--- src/rtl/char_buffer_writer_if.sv ---
`default_nettype none
// ============================================================================
// Module      : char_buffer_writer_if
// Description : Byte-stream input and character-buffer/cursor output bundle
//               of the character buffer writer.
// Revision    : 1.0 - initial release
// ============================================================================
interface char_buffer_writer_if #(
  parameter int ROW_BITS  = 5,
  parameter int COL_BITS  = 7,
  parameter int ADDR_BITS = 11
);
  logic [7:0]           char_in;
  logic                 char_valid;
  logic                 char_ready;
  logic [COL_BITS-1:0]  cursor_x;
  logic [ROW_BITS-1:0]  cursor_y;
  logic [ADDR_BITS-1:0] buffer_first_char;
  logic                 buffer_first_char_wen;
  logic [ADDR_BITS-1:0] buffer_waddr;
  logic [7:0]           buffer_din;
  logic                 buffer_wen;

  // master: the writer block; slave: byte source and video generator side
  modport master (
    input  char_in, char_valid,
    output char_ready, cursor_x, cursor_y, buffer_first_char,
           buffer_first_char_wen, buffer_waddr, buffer_din, buffer_wen
  );

  modport slave (
    output char_in, char_valid,
    input  char_ready, cursor_x, cursor_y, buffer_first_char,
           buffer_first_char_wen, buffer_waddr, buffer_din, buffer_wen
  );
endinterface
`default_nettype wire

--- src/rtl/char_buffer_writer.sv ---
`default_nettype none
// ============================================================================
// Module      : char_buffer_writer
// Description : Turns an ASCII byte stream into character-buffer writes,
//               cursor updates and scroll-offset updates; clears the screen.
// Revision    : 1.0 - initial release
// ============================================================================
module char_buffer_writer #(
  parameter int ROWS          = 24,
  parameter int COLS          = 80,
  parameter int ROW_BITS      = 5,
  parameter int COL_BITS      = 7,
  parameter int ADDR_BITS     = 11,
  parameter int PAST_LAST_ROW = ROWS * COLS
) (
  input  wire logic             clk,
  input  wire logic             reset,
  char_buffer_writer_if.master  bus
);

  localparam logic [1:0] S_CLEAR_ALL  = 2'd0;
  localparam logic [1:0] S_IDLE       = 2'd1;
  localparam logic [1:0] S_CLEAR_LINE = 2'd2;

  localparam logic [7:0] c_space = 8'h20;
  localparam logic [7:0] c_tilde = 8'h7E;
  localparam logic [7:0] c_cr    = 8'h0D;
  localparam logic [7:0] c_lf    = 8'h0A;
  localparam logic [7:0] c_bs    = 8'h08;

  localparam logic [ADDR_BITS-1:0] c_last_addr    = ADDR_BITS'(PAST_LAST_ROW - 1);
  localparam logic [ADDR_BITS-1:0] c_last_col_cnt = ADDR_BITS'(COLS - 1);
  localparam logic [COL_BITS-1:0]  c_last_col     = COL_BITS'(COLS - 1);
  localparam logic [ROW_BITS-1:0]  c_last_row     = ROW_BITS'(ROWS - 1);
  localparam logic [ADDR_BITS:0]   c_cols_ext     = (ADDR_BITS + 1)'(COLS);
  localparam logic [ADDR_BITS:0]   c_past_ext     = (ADDR_BITS + 1)'(PAST_LAST_ROW);

  // Row-granular advance with wrap at the end of the buffer
  function automatic logic [ADDR_BITS-1:0] f_row_advance(input logic [ADDR_BITS-1:0] a);
    logic [ADDR_BITS:0] sum;
    sum = {1'b0, a} + c_cols_ext;
    return (sum == c_past_ext) ? '0 : sum[ADDR_BITS-1:0];
  endfunction

  logic [1:0]           r_state;
  logic [ADDR_BITS-1:0] r_cnt;
  logic [ADDR_BITS-1:0] r_line_start;
  logic [COL_BITS-1:0]  r_cursor_x;
  logic [ROW_BITS-1:0]  r_cursor_y;
  logic [ADDR_BITS-1:0] r_first_char;
  logic                 r_first_char_wen;
  logic [ADDR_BITS-1:0] r_waddr;
  logic [7:0]           r_din;
  logic                 r_wen;
  logic                 r_ready;

  logic [1:0]           w_state_next;
  logic [ADDR_BITS-1:0] w_cnt_next;
  logic [ADDR_BITS-1:0] w_line_start_next;
  logic [COL_BITS-1:0]  w_cursor_x_next;
  logic [ROW_BITS-1:0]  w_cursor_y_next;
  logic [ADDR_BITS-1:0] w_first_char_next;
  logic                 w_first_char_wen_next;
  logic [ADDR_BITS-1:0] w_waddr_next;
  logic [7:0]           w_din_next;
  logic                 w_wen_next;

  logic w_accept;
  logic w_printable;
  logic w_scroll;

  assign w_accept    = (r_state == S_IDLE) && bus.char_valid;
  assign w_printable = (bus.char_in >= c_space) && (bus.char_in <= c_tilde);
  assign w_scroll    = w_accept && (bus.char_in == c_lf) && (r_cursor_y == c_last_row);

  // State register
  always_ff @(posedge clk or posedge reset) begin
    if (reset) begin
      r_state <= S_CLEAR_ALL;
    end else begin
      r_state <= w_state_next;
    end
  end

  // Next-state logic
  always_comb begin
    w_state_next = r_state;
    case (r_state)
      S_CLEAR_ALL:  if (r_cnt == c_last_addr)    w_state_next = S_IDLE;
      S_IDLE:       if (w_scroll)                w_state_next = S_CLEAR_LINE;
      S_CLEAR_LINE: if (r_cnt == c_last_col_cnt) w_state_next = S_IDLE;
      default:                                   w_state_next = S_CLEAR_ALL;
    endcase
  end

  // Output / datapath next-value logic
  always_comb begin
    w_cnt_next            = r_cnt;
    w_line_start_next     = r_line_start;
    w_cursor_x_next       = r_cursor_x;
    w_cursor_y_next       = r_cursor_y;
    w_first_char_next     = r_first_char;
    w_first_char_wen_next = 1'b0;
    w_waddr_next          = r_waddr;
    w_din_next            = r_din;
    w_wen_next            = 1'b0;
    case (r_state)
      S_CLEAR_ALL: begin
        w_wen_next   = 1'b1;
        w_waddr_next = r_cnt;
        w_din_next   = c_space;
        w_cnt_next   = r_cnt + ADDR_BITS'(1);
      end
      S_CLEAR_LINE: begin
        w_wen_next   = 1'b1;
        w_waddr_next = r_line_start + r_cnt;
        w_din_next   = c_space;
        w_cnt_next   = r_cnt + ADDR_BITS'(1);
        // Offset moves only once the incoming line is entirely blank
        if (r_cnt == c_last_col_cnt) begin
          w_first_char_next     = f_row_advance(r_first_char);
          w_first_char_wen_next = 1'b1;
        end
      end
      S_IDLE: begin
        if (w_accept) begin
          if (w_printable) begin
            w_wen_next   = 1'b1;
            w_waddr_next = r_line_start + ADDR_BITS'(r_cursor_x);
            w_din_next   = bus.char_in;
            if (r_cursor_x != c_last_col) w_cursor_x_next = r_cursor_x + COL_BITS'(1);
          end else begin
            case (bus.char_in)
              c_cr: w_cursor_x_next = '0;
              c_bs: if (r_cursor_x != '0) w_cursor_x_next = r_cursor_x - COL_BITS'(1);
              c_lf: begin
                w_line_start_next = f_row_advance(r_line_start);
                if (r_cursor_y != c_last_row) w_cursor_y_next = r_cursor_y + ROW_BITS'(1);
                else                          w_cnt_next      = '0;
              end
              default: ;
            endcase
          end
        end
      end
      default: ;
    endcase
  end

  always_ff @(posedge clk or posedge reset) begin
    if (reset) begin
      r_cnt            <= '0;
      r_line_start     <= '0;
      r_cursor_x       <= '0;
      r_cursor_y       <= '0;
      r_first_char     <= '0;
      r_first_char_wen <= 1'b0;
      r_waddr          <= '0;
      r_din            <= '0;
      r_wen            <= 1'b0;
      r_ready          <= 1'b0;
    end else begin
      r_cnt            <= w_cnt_next;
      r_line_start     <= w_line_start_next;
      r_cursor_x       <= w_cursor_x_next;
      r_cursor_y       <= w_cursor_y_next;
      r_first_char     <= w_first_char_next;
      r_first_char_wen <= w_first_char_wen_next;
      r_waddr          <= w_waddr_next;
      r_din            <= w_din_next;
      r_wen            <= w_wen_next;
      r_ready          <= (w_state_next == S_IDLE);
    end
  end

  assign bus.char_ready            = r_ready;
  assign bus.cursor_x              = r_cursor_x;
  assign bus.cursor_y              = r_cursor_y;
  assign bus.buffer_first_char     = r_first_char;
  assign bus.buffer_first_char_wen = r_first_char_wen;
  assign bus.buffer_waddr          = r_waddr;
  assign bus.buffer_din            = r_din;
  assign bus.buffer_wen            = r_wen;

endmodule
`default_nettype wire

--- src/flat_wrapper.sv ---
// flat-port wrapper written by rule: the top's interface ports become plain ports
module char_buffer_writer_flat 
#(
  parameter int ROWS          = 24,
  parameter int COLS          = 80,
  parameter int ROW_BITS      = 5,
  parameter int COL_BITS      = 7,
  parameter int ADDR_BITS     = 11,
  parameter int PAST_LAST_ROW = ROWS * COLS
)
  (clk, reset, bus_char_in, bus_char_valid, bus_char_ready, bus_cursor_x, bus_cursor_y, bus_buffer_first_char, bus_buffer_first_char_wen, bus_buffer_waddr, bus_buffer_din, bus_buffer_wen);
  char_buffer_writer_if #(.ROW_BITS(ROW_BITS), .COL_BITS(COL_BITS), .ADDR_BITS(ADDR_BITS)) bus_i ();
  input  wire logic clk;
  input  wire logic reset;
  input wire logic [$bits(bus_i.char_in)-1:0] bus_char_in;
  input wire logic [$bits(bus_i.char_valid)-1:0] bus_char_valid;
  output wire logic [$bits(bus_i.char_ready)-1:0] bus_char_ready;
  output wire logic [$bits(bus_i.cursor_x)-1:0] bus_cursor_x;
  output wire logic [$bits(bus_i.cursor_y)-1:0] bus_cursor_y;
  output wire logic [$bits(bus_i.buffer_first_char)-1:0] bus_buffer_first_char;
  output wire logic [$bits(bus_i.buffer_first_char_wen)-1:0] bus_buffer_first_char_wen;
  output wire logic [$bits(bus_i.buffer_waddr)-1:0] bus_buffer_waddr;
  output wire logic [$bits(bus_i.buffer_din)-1:0] bus_buffer_din;
  output wire logic [$bits(bus_i.buffer_wen)-1:0] bus_buffer_wen;
  assign bus_i.char_in = bus_char_in;
  assign bus_i.char_valid = bus_char_valid;
  assign bus_char_ready = bus_i.char_ready;
  assign bus_cursor_x = bus_i.cursor_x;
  assign bus_cursor_y = bus_i.cursor_y;
  assign bus_buffer_first_char = bus_i.buffer_first_char;
  assign bus_buffer_first_char_wen = bus_i.buffer_first_char_wen;
  assign bus_buffer_waddr = bus_i.buffer_waddr;
  assign bus_buffer_din = bus_i.buffer_din;
  assign bus_buffer_wen = bus_i.buffer_wen;
  char_buffer_writer #(.ROWS(ROWS), .COLS(COLS), .ROW_BITS(ROW_BITS), .COL_BITS(COL_BITS), .ADDR_BITS(ADDR_BITS), .PAST_LAST_ROW(PAST_LAST_ROW)) u_core (.clk(clk), .reset(reset), .bus(bus_i));
endmodule
--- config.mk ---
export PLATFORM = sky130hd
export DESIGN_NAME = char_buffer_writer_flat
export DESIGN_NICKNAME = d
export VERILOG_FILES = /design/src/rtl/char_buffer_writer_if.sv /design/src/rtl/char_buffer_writer.sv /design/src/flat_wrapper.sv
export SDC_FILE = /design/constraint.sdc
export NUM_CORES = 1
export LEC_CHECK = 0
export ABC_CLOCK_PERIOD_IN_PS = 4200
export BUFFER_PORTS_ARGS = -buffer_cell sky130_fd_sc_hd__buf_4
export CAP_MARGIN = 20
export CELL_PAD_IN_SITES_DETAIL_PLACEMENT = 0
export CELL_PAD_IN_SITES_GLOBAL_PLACEMENT = 1
export CORE_AREA = 2 2 97 99
export CTS_BUF_LIST = sky130_fd_sc_hd__clkbuf_4
export CTS_CLUSTER_SIZE = 28
export DETAILED_ROUTE_END_ITERATION = 8
export DIE_AREA = 0 0 99 101
export GPL_TIMING_DRIVEN = 0
export PLACE_DENSITY_LB_ADDON = 0.1
export SYNTH_ARGS = -nofsm -noshare
export SYNTH_HDL_FRONTEND = slang
export SYNTH_SLANG_ARGS = --single-unit
--- constraint.sdc ---
create_clock -name clk -period 4.2 [get_ports clk]
set_input_delay 0.42 -clock clk [delete_from_list [all_inputs] [get_ports clk]]
set_output_delay 0.42 -clock clk [all_outputs]
set_load 0.005 [all_outputs]
==> results of run 1 <==
stage by stage:
step                power, uW  worst slack [ps]
global route             1480               407
finish                   1400               779
global placement          933               846
floorplan                 816              1430
CTS                      1420               776
detailed placement        942               801
registers in the layout (all words and copies together), names as in the netlist:
| signal | count |
|---|---|
| u_core.bus.buffer_first_char_wen | 1 |
| u_core.bus.char_ready | 1 |
| u_core.r_line_start | 7 |
| u_core.bus.cursor_y | 5 |
| u_core.bus.buffer_waddr | 11 |
| u_core.r_cnt | 11 |
| u_core.bus.cursor_x | 7 |
| u_core.bus.buffer_first_char | 7 |
| u_core.bus.buffer_din | 8 |
| u_core.r_state | 2 |
| u_core.bus.buffer_wen | 1 |
power breakdown:
group / total [uW] / internal, uW / switching (uW)
clock network: 470 / 243 / 227
registers: 662 / 626 / 35.2
logic: 268 / 125 / 143
layout make-up:
cell class	instances	area [um^2]	area share (%)
Multi-Input combinational cell	329	2190	47.2
Sequential cell	61	1530	32.9
Timing Repair Buffer	54	440	9.49
Buffer	23	141	3.05
Tap cell	111	139	2.99
Clock inverter	6	77.6	1.67
Clock buffer	10	75.1	1.62
Inverter	13	48.8	1.05
how the worst max path moves through the flow:
stage                                  to  slack (ps)  cells past startpoint
2_1_floorplan  u_core.bus.buffer_waddr[9]        1430                     11
3_3_place_gp   u_core.bus.buffer_waddr[9]         850                     11
3_5_place_dp   u_core.bus.buffer_waddr[9]         800                     11
4_1_cts        u_core.bus.buffer_waddr[9]         780                     11
5_1_grt        u_core.bus.buffer_waddr[9]         410                     11
6_report       u_core.bus.buffer_waddr[9]         780                     11
routing by layer:
metal  vias to the layer above  part of all wire, %  GRT usage (%)
met5                         -                    0              0
met4                         0                  2.0           7.48
met3                        18                  4.9           3.05
met2                       101                   43           30.1
met1                      1639                   50           30.2
li1                       1666                    -              -
timing repair:
action | in CTS | in global routing
hold buffers | 1 | 0
buffers inserted | 0 | 0
hold endpoints to repair | 15 | 0
synth_stat cells (all sizes together) (4+ instances only):
| cell | number |
|---|---|
| ha | 21 |
| buf | 15 |
| o31ai | 4 |
| mux2i | 12 |
| and4b | 5 |
| inv | 13 |
| a21oi | 16 |
| and2 | 4 |
| xnor2 | 11 |
| nor4 | 5 |
| nor3 | 9 |
| nor2b | 9 |
| a31oi | 18 |
| xor2 | 6 |
| o21ai | 40 |
| nand4 | 8 |
| nor3b | 4 |
| nand2 | 48 |
| clkbuf | 8 |
| nand3 | 15 |
| a22o | 4 |
| and3 | 5 |
| nand2b | 6 |
| mux2 | 5 |
| dfrtp | 61 |
| nor2 | 31 |
critical path: stages (launching register included):
cell      delay [ps]
dfrtp_1          450
inv_1            130
ha_1             150
clkbuf_1         270
clkbuf_1         390
mux2_2           400
ha_1             320
a211oi_1         320
o21bai_1         200
and4b_1          220
o31ai_1          360
nand2_1           80
kinds of logic (layout without fill, tap and decap cells):
family,after synthesis,in the layout,share of synthesized area (%)
adders and majority gates,21,21,6.74
buffers and inverters,36,106,4.88
muxes,17,17,4.53
DFF,61,61,39.2
xor gates and xnor gates,17,17,3.82
other,1,4,0.0962
and+or+nand+nor,160,160,22.2
AOI/OAI and AO/OA,110,110,18.5
cells in the final DEF (no fill, tap or decap), types with 3 or more instances in the layout:
master | Yosys | layout
o21ai_0 | 39 | 39
conb_1 | 1 | 4
nor2b_1 | 9 | 9
xor2_1 | 6 | 6
nor2_1 | 31 | 31
clkbuf_4 | 0 | 10
mux2i_1 | 12 | 12
inv_1 | 12 | 11
a22oi_1 | 3 | 3
and2_1 | 3 | 3
xnor2_1 | 11 | 11
nand2b_1 | 6 | 6
clkbuf_1 | 7 | 7
buf_6 | 4 | 4
mux2_2 | 5 | 5
a31oi_1 | 18 | 18
nand2_1 | 48 | 48
buf_2 | 7 | 7
nor3_1 | 9 | 9
nand4_1 | 7 | 7
a21oi_1 | 15 | 15
a21o_1 | 3 | 3
o31ai_1 | 4 | 4
dfrtp_1 | 61 | 61
and4b_1 | 5 | 5
and3_1 | 5 | 5
buf_4 | 4 | 55
nand3_1 | 15 | 15
nor3b_1 | 4 | 4
ha_1 | 21 | 21
nor4_1 | 3 | 3
or3_1 | 3 | 3
a22o_1 | 4 | 4
==> flow_metrics.tcl, run 1 <==
set metrics [dict create \
    status "complete, no violations" \
    relSlewSlack_pct 64.6 \
    min-delay-start "bus_char_in[4]" \
    rsz0062_at_grt "no" \
    track_usage_pct 20.4 \
    synthCells 423 \
    synth.avg_cell_area_um2 9.21 \
    die_h_um 101 \
    utilization_pct 51.7 \
    drive_gt1_share_pct 20.4 \
    finalCritPeriodShare_pct 81.5 \
    die_area_mm2 0.0100 \
    r2r_end "u_core.bus.buffer_waddr[9]" \
    clockRootBuffer "clkbuf_4" \
    yosysTopAreaCell "dfrtp_1" \
    synthesis.area_mm2 0.00390 \
    syn2layout_area_growth_pct 19.1 \
    grt-ovfl-total 0 \
    setup_viol 0 \
    tightest_slew_ps 528 \
    path_clk_slew_ps 110 \
    initial_core_util_pct 43.4 \
    critical_path_class "reg2reg" \
    holdWs_ps 279 \
    vias 3424 \
    hold_depth 3 \
    vdd_drop_max_mv 0.179 \
    synth_edf_count 0 \
    postRouteAntennaNets 0 \
    yosysWarnings 0 \
    hp-class "in2reg" \
    vias_per_cell 5.64 \
    cts-resized-gates 0 \
    htree_levels 3 \
    tns_ps 0 \
    fin_nets 523 \
    fp-row-count 35 \
    fill_cells 850 \
    clock_latency_ps 410 \
    synth_top_cells_by_area "dfrtp_1, ha_1, o21ai_0, nand2_1, mux2i_1" \
    drtIter0Drc 187 \
    hpwl_mm 7.18 \
    route.detailed.drc 0 \
    dpl.cell_count 590 \
    layout.cells.non_filler 607 \
    diodes 0 \
    hold_viol_final 0 \
    period_needed_ps 3420 \
    synthDistinctLibCells 60 \
    clock_skew_ps 10.2 \
    yosysTopAreaCellShare_pct 39.2 \
    ys_ff_latch 61 \
    dpl_cell_area_mm2 0.00448 \
    crit_fanout 10 \
    synth_ff_type "dfrtp_1" \
    power.density_mw_per_mm2 302 \
    grt_pass1_vias 3218 \
    clock_path_buffers 2 \
    stdcell_area_mm2 0.00464 \
    design.core.area_mm2 0.00898 \
    numCtsBuffers 9 \
    ys_seq_area_share_pct 39.2 \
    num_io_pins 56 \
    grt_pass1_wl_mm 16.3 \
    hold_end "u_core.bus.buffer_din[4]" \
    drt-wirelength-per-cell_um 16.0 \
    drv_slew 0 \
    startpoint "u_core.r_state[1]" \
    cts.sinks 61 \
    r2r_cells 11 \
    critical_path_arrival_ps 3700 \
    startpoint_type "flip-flop" \
    reg2reg_setup_slack_ps 780 \
    r2r-start "u_core.r_state[1]" \
    die_w_um 99 \
    grt_max_degree 26 \
    max-cap-violations 0 \
    numPortBuffers 51 \
    p_leak_uw 0.00227 \
    globalplace.congestion 0.804 \
    worstPathRequired_ps 4480 \
    fmax_ghz 0.292 \
    antenna_found_initial 0 \
    dr.pass1.iters 4 \
    crit_path_end_kind "flip-flop" \
    drt-total-wl_mm 9.74 \
    ys_async_sr_fraction_pct 100 \
    cts_tree "built" \
]
Power figures use the tool's default switching activity.
==> inputs of run 2 (changes only) <==
--- a/config.mk
+++ b/config.mk
@@ -5,16 +5,16 @@
 export SDC_FILE = /design/constraint.sdc
 export NUM_CORES = 1
 export LEC_CHECK = 0
-export ABC_CLOCK_PERIOD_IN_PS = 4200
+export ABC_CLOCK_PERIOD_IN_PS = 3000
 export BUFFER_PORTS_ARGS = -buffer_cell sky130_fd_sc_hd__buf_4
 export CAP_MARGIN = 20
 export CELL_PAD_IN_SITES_DETAIL_PLACEMENT = 0
 export CELL_PAD_IN_SITES_GLOBAL_PLACEMENT = 1
-export CORE_AREA = 2 2 97 99
+export CORE_AREA = 2 2 101 103
 export CTS_BUF_LIST = sky130_fd_sc_hd__clkbuf_4
 export CTS_CLUSTER_SIZE = 28
 export DETAILED_ROUTE_END_ITERATION = 8
-export DIE_AREA = 0 0 99 101
+export DIE_AREA = 0 0 103 105
 export GPL_TIMING_DRIVEN = 0
 export PLACE_DENSITY_LB_ADDON = 0.1
 export SYNTH_ARGS = -nofsm -noshare
==> constraint.sdc (replaced) <==
create_clock -name clk -period 3 [get_ports clk]
set_input_delay 0.3 -clock clk [delete_from_list [all_inputs] [get_ports clk]]
set_output_delay 0.3 -clock clk [all_outputs]
set_load 0.005 [all_outputs]
==> run 2 against run 1 <==
Sequential power rose by 40%. Critical endpoint unchanged. Critical path type unchanged. Clock skew rose by 6.8 ps. Non-clock buffer count decreased by 2. Via count is 1.4% lower. First-iteration DRC count shrank 42%. Global-route usage down 1.5 points.
==> flow_metrics.tcl, run 2 (synthesized netlist as in run 1, its figures left out) <==
set metrics [dict create \
    status "complete, no violations" \
    reg2reg_setup_slack_ps 260 \
    design.core.area_mm2 0.00964 \
    setup_viol 0 \
    grt_pass1_vias 3116 \
    grt-ovfl-total 0 \
    drt-wirelength-per-cell_um 15.7 \
    p_leak_uw 0.00225 \
    path_clk_slew_ps 110 \
    power.density_mw_per_mm2 403 \
    startpoint_type "flip-flop" \
    initial_core_util_pct 40.4 \
    cts_setup_buffers 0 \
    cts_tree "built" \
    syn2layout_area_growth_pct 18.9 \
    die_w_um 103 \
    final_cell_mix "dfrtp_1, buf_4, nand2_1" \
    fin_nets 521 \
    antenna_found_initial 0 \
    stdcell_area_mm2 0.00463 \
    htree_levels 3 \
    die_area_mm2 0.0108 \
    numCtsBuffers 9 \
    relSlewSlack_pct 61.0 \
    numPortBuffers 51 \
    dpl_cell_area_mm2 0.00448 \
    critical_path_class "reg2reg" \
    postRouteAntennaNets 0 \
    dr.pass1.iters 4 \
    drive_gt1_share_pct 20.9 \
    hpwl_mm 7.06 \
    globalplace.congestion 0.819 \
    drt-total-wl_mm 9.85 \
    cts.sinks 61 \
    crit_path_max_incr_delay_ps 440 \
    clock_path_buffers 2 \
    crit_path_end_kind "flip-flop" \
    critPathTopFamily "compound AO/OA/AOI/OAI gates" \
    clockRootBuffer "clkbuf_4" \
    drtIter0Drc 108 \
    diodes 0 \
    finalCritPeriodShare_pct 91.2 \
    critical_path_buf_inv_count 2 \
    drv_slew 0 \
    path_cells "inv_1 -> ha_4 -> clkbuf_4 -> mux2_2 -> ha_1 -> a211oi_2 -> o21bai_1 -> and4b_1 -> o31ai_1 -> nand2_1" \
    period_needed_ps 2740 \
    fmax_ghz 0.366 \
    num_io_pins 56 \
    fp-row-count 36 \
    clock_latency_ps 420 \
    hold_viol_final 0 \
    hp-class "in2reg" \
    max-cap-violations 0 \
    clock_skew_ps 17.0 \
    grt_max_degree 39 \
    crit_fanout 10 \
    slowest_stage "dfrtp_1" \
    worstPathRequired_ps 3300 \
    vdd_drop_max_mv 0.235 \
    layout_commonest_cell "dfrtp_1" \
    rsz0062_at_grt "no" \
    grt_pass1_wl_mm 15.9 \
    critical_path_arrival_ps 3040 \
    route.detailed.drc 0 \
    die_h_um 105 \
    track_usage_pct 18.9 \
    vias 3375 \
    tightest_slew_ps 582 \
    tns_ps 0 \
    vias_per_cell 5.38 \
]
-- run 2: what timing repair did --
item                                   4_1_cts  5_1_grt
resized for setup                            2        5
hold buffers                                 1        0
endpoints found under the hold margin       23        0
pin swaps                                    0        0
setup endpoints to repair                    3        2
-- run 2: path summary, 6_finish.rpt --
check	start	to	depth (start not counted)
max	u_core.r_state[1]	u_core.bus.buffer_waddr[9]	10
min	bus_char_in[2]	u_core.bus.buffer_din[2]	3
max reg2reg	u_core.r_state[1]	u_core.bus.buffer_waddr[9]	10
min reg2reg	u_core.bus.buffer_din[1]	u_core.bus.buffer_din[1]	2
max in group asynchronous	reset	u_core.bus.buffer_first_char[4]	4
min in group asynchronous	reset	u_core.bus.cursor_x[2]	3
-- run 2: worst register-to-register path: stages, from the launching register on --
cell,delay (ps)
dfrtp_1,440
inv_1,150
ha_4,190
clkbuf_4,210
mux2_2,360
ha_1,330
a211oi_2,230
o21bai_1,160
and4b_1,210
o31ai_1,250
nand2_1,90
-- run 2: metal layers --
metal  track usage [%]  wire, um
met3              3.41       413
met4              6.39       112
met5                 0         0
met2              28.0      4490
met1              27.5      4830
-- run 2: where the power goes --
| group | internal (uW) | switching [uW] |
|---|---|---|
| registers | 877 | 47.8 |
| clock network | 254 | 321 |
| logic | 172 | 195 |
-- run 2: layout make-up --
type | count | area [um^2]
Fill cell | 1000 | 5000
Tap cell | 133 | 166
Sequential cell | 61 | 1530
Clock buffer | 10 | 75.1
Clock inverter | 6 | 53.8
Timing Repair Buffer | 53 | 413
Multi-Input combinational cell | 329 | 2210
Inverter | 13 | 48.8
Buffer | 22 | 143
-- run 2: through the flow --
| step | hold WS, ps | power (uW) | util (%) | cells | setup slack, ps |
|---|---|---|---|---|---|
| final | 163 | 1870 | 48.1 | 627 | 264 |
| after global routing | 143 | 1980 | 48.1 | 627 | 54.7 |
| after CTS | 134 | 1890 | 47.9 | 627 | 9.04 |
| after detailed placement | 406 | 1310 | 46.4 | 611 | -252 |
| after global placement | 452 | 1300 | 46.2 | 610 | -223 |
| after floorplan | 432 | 1140 | - | 426 | 227 |
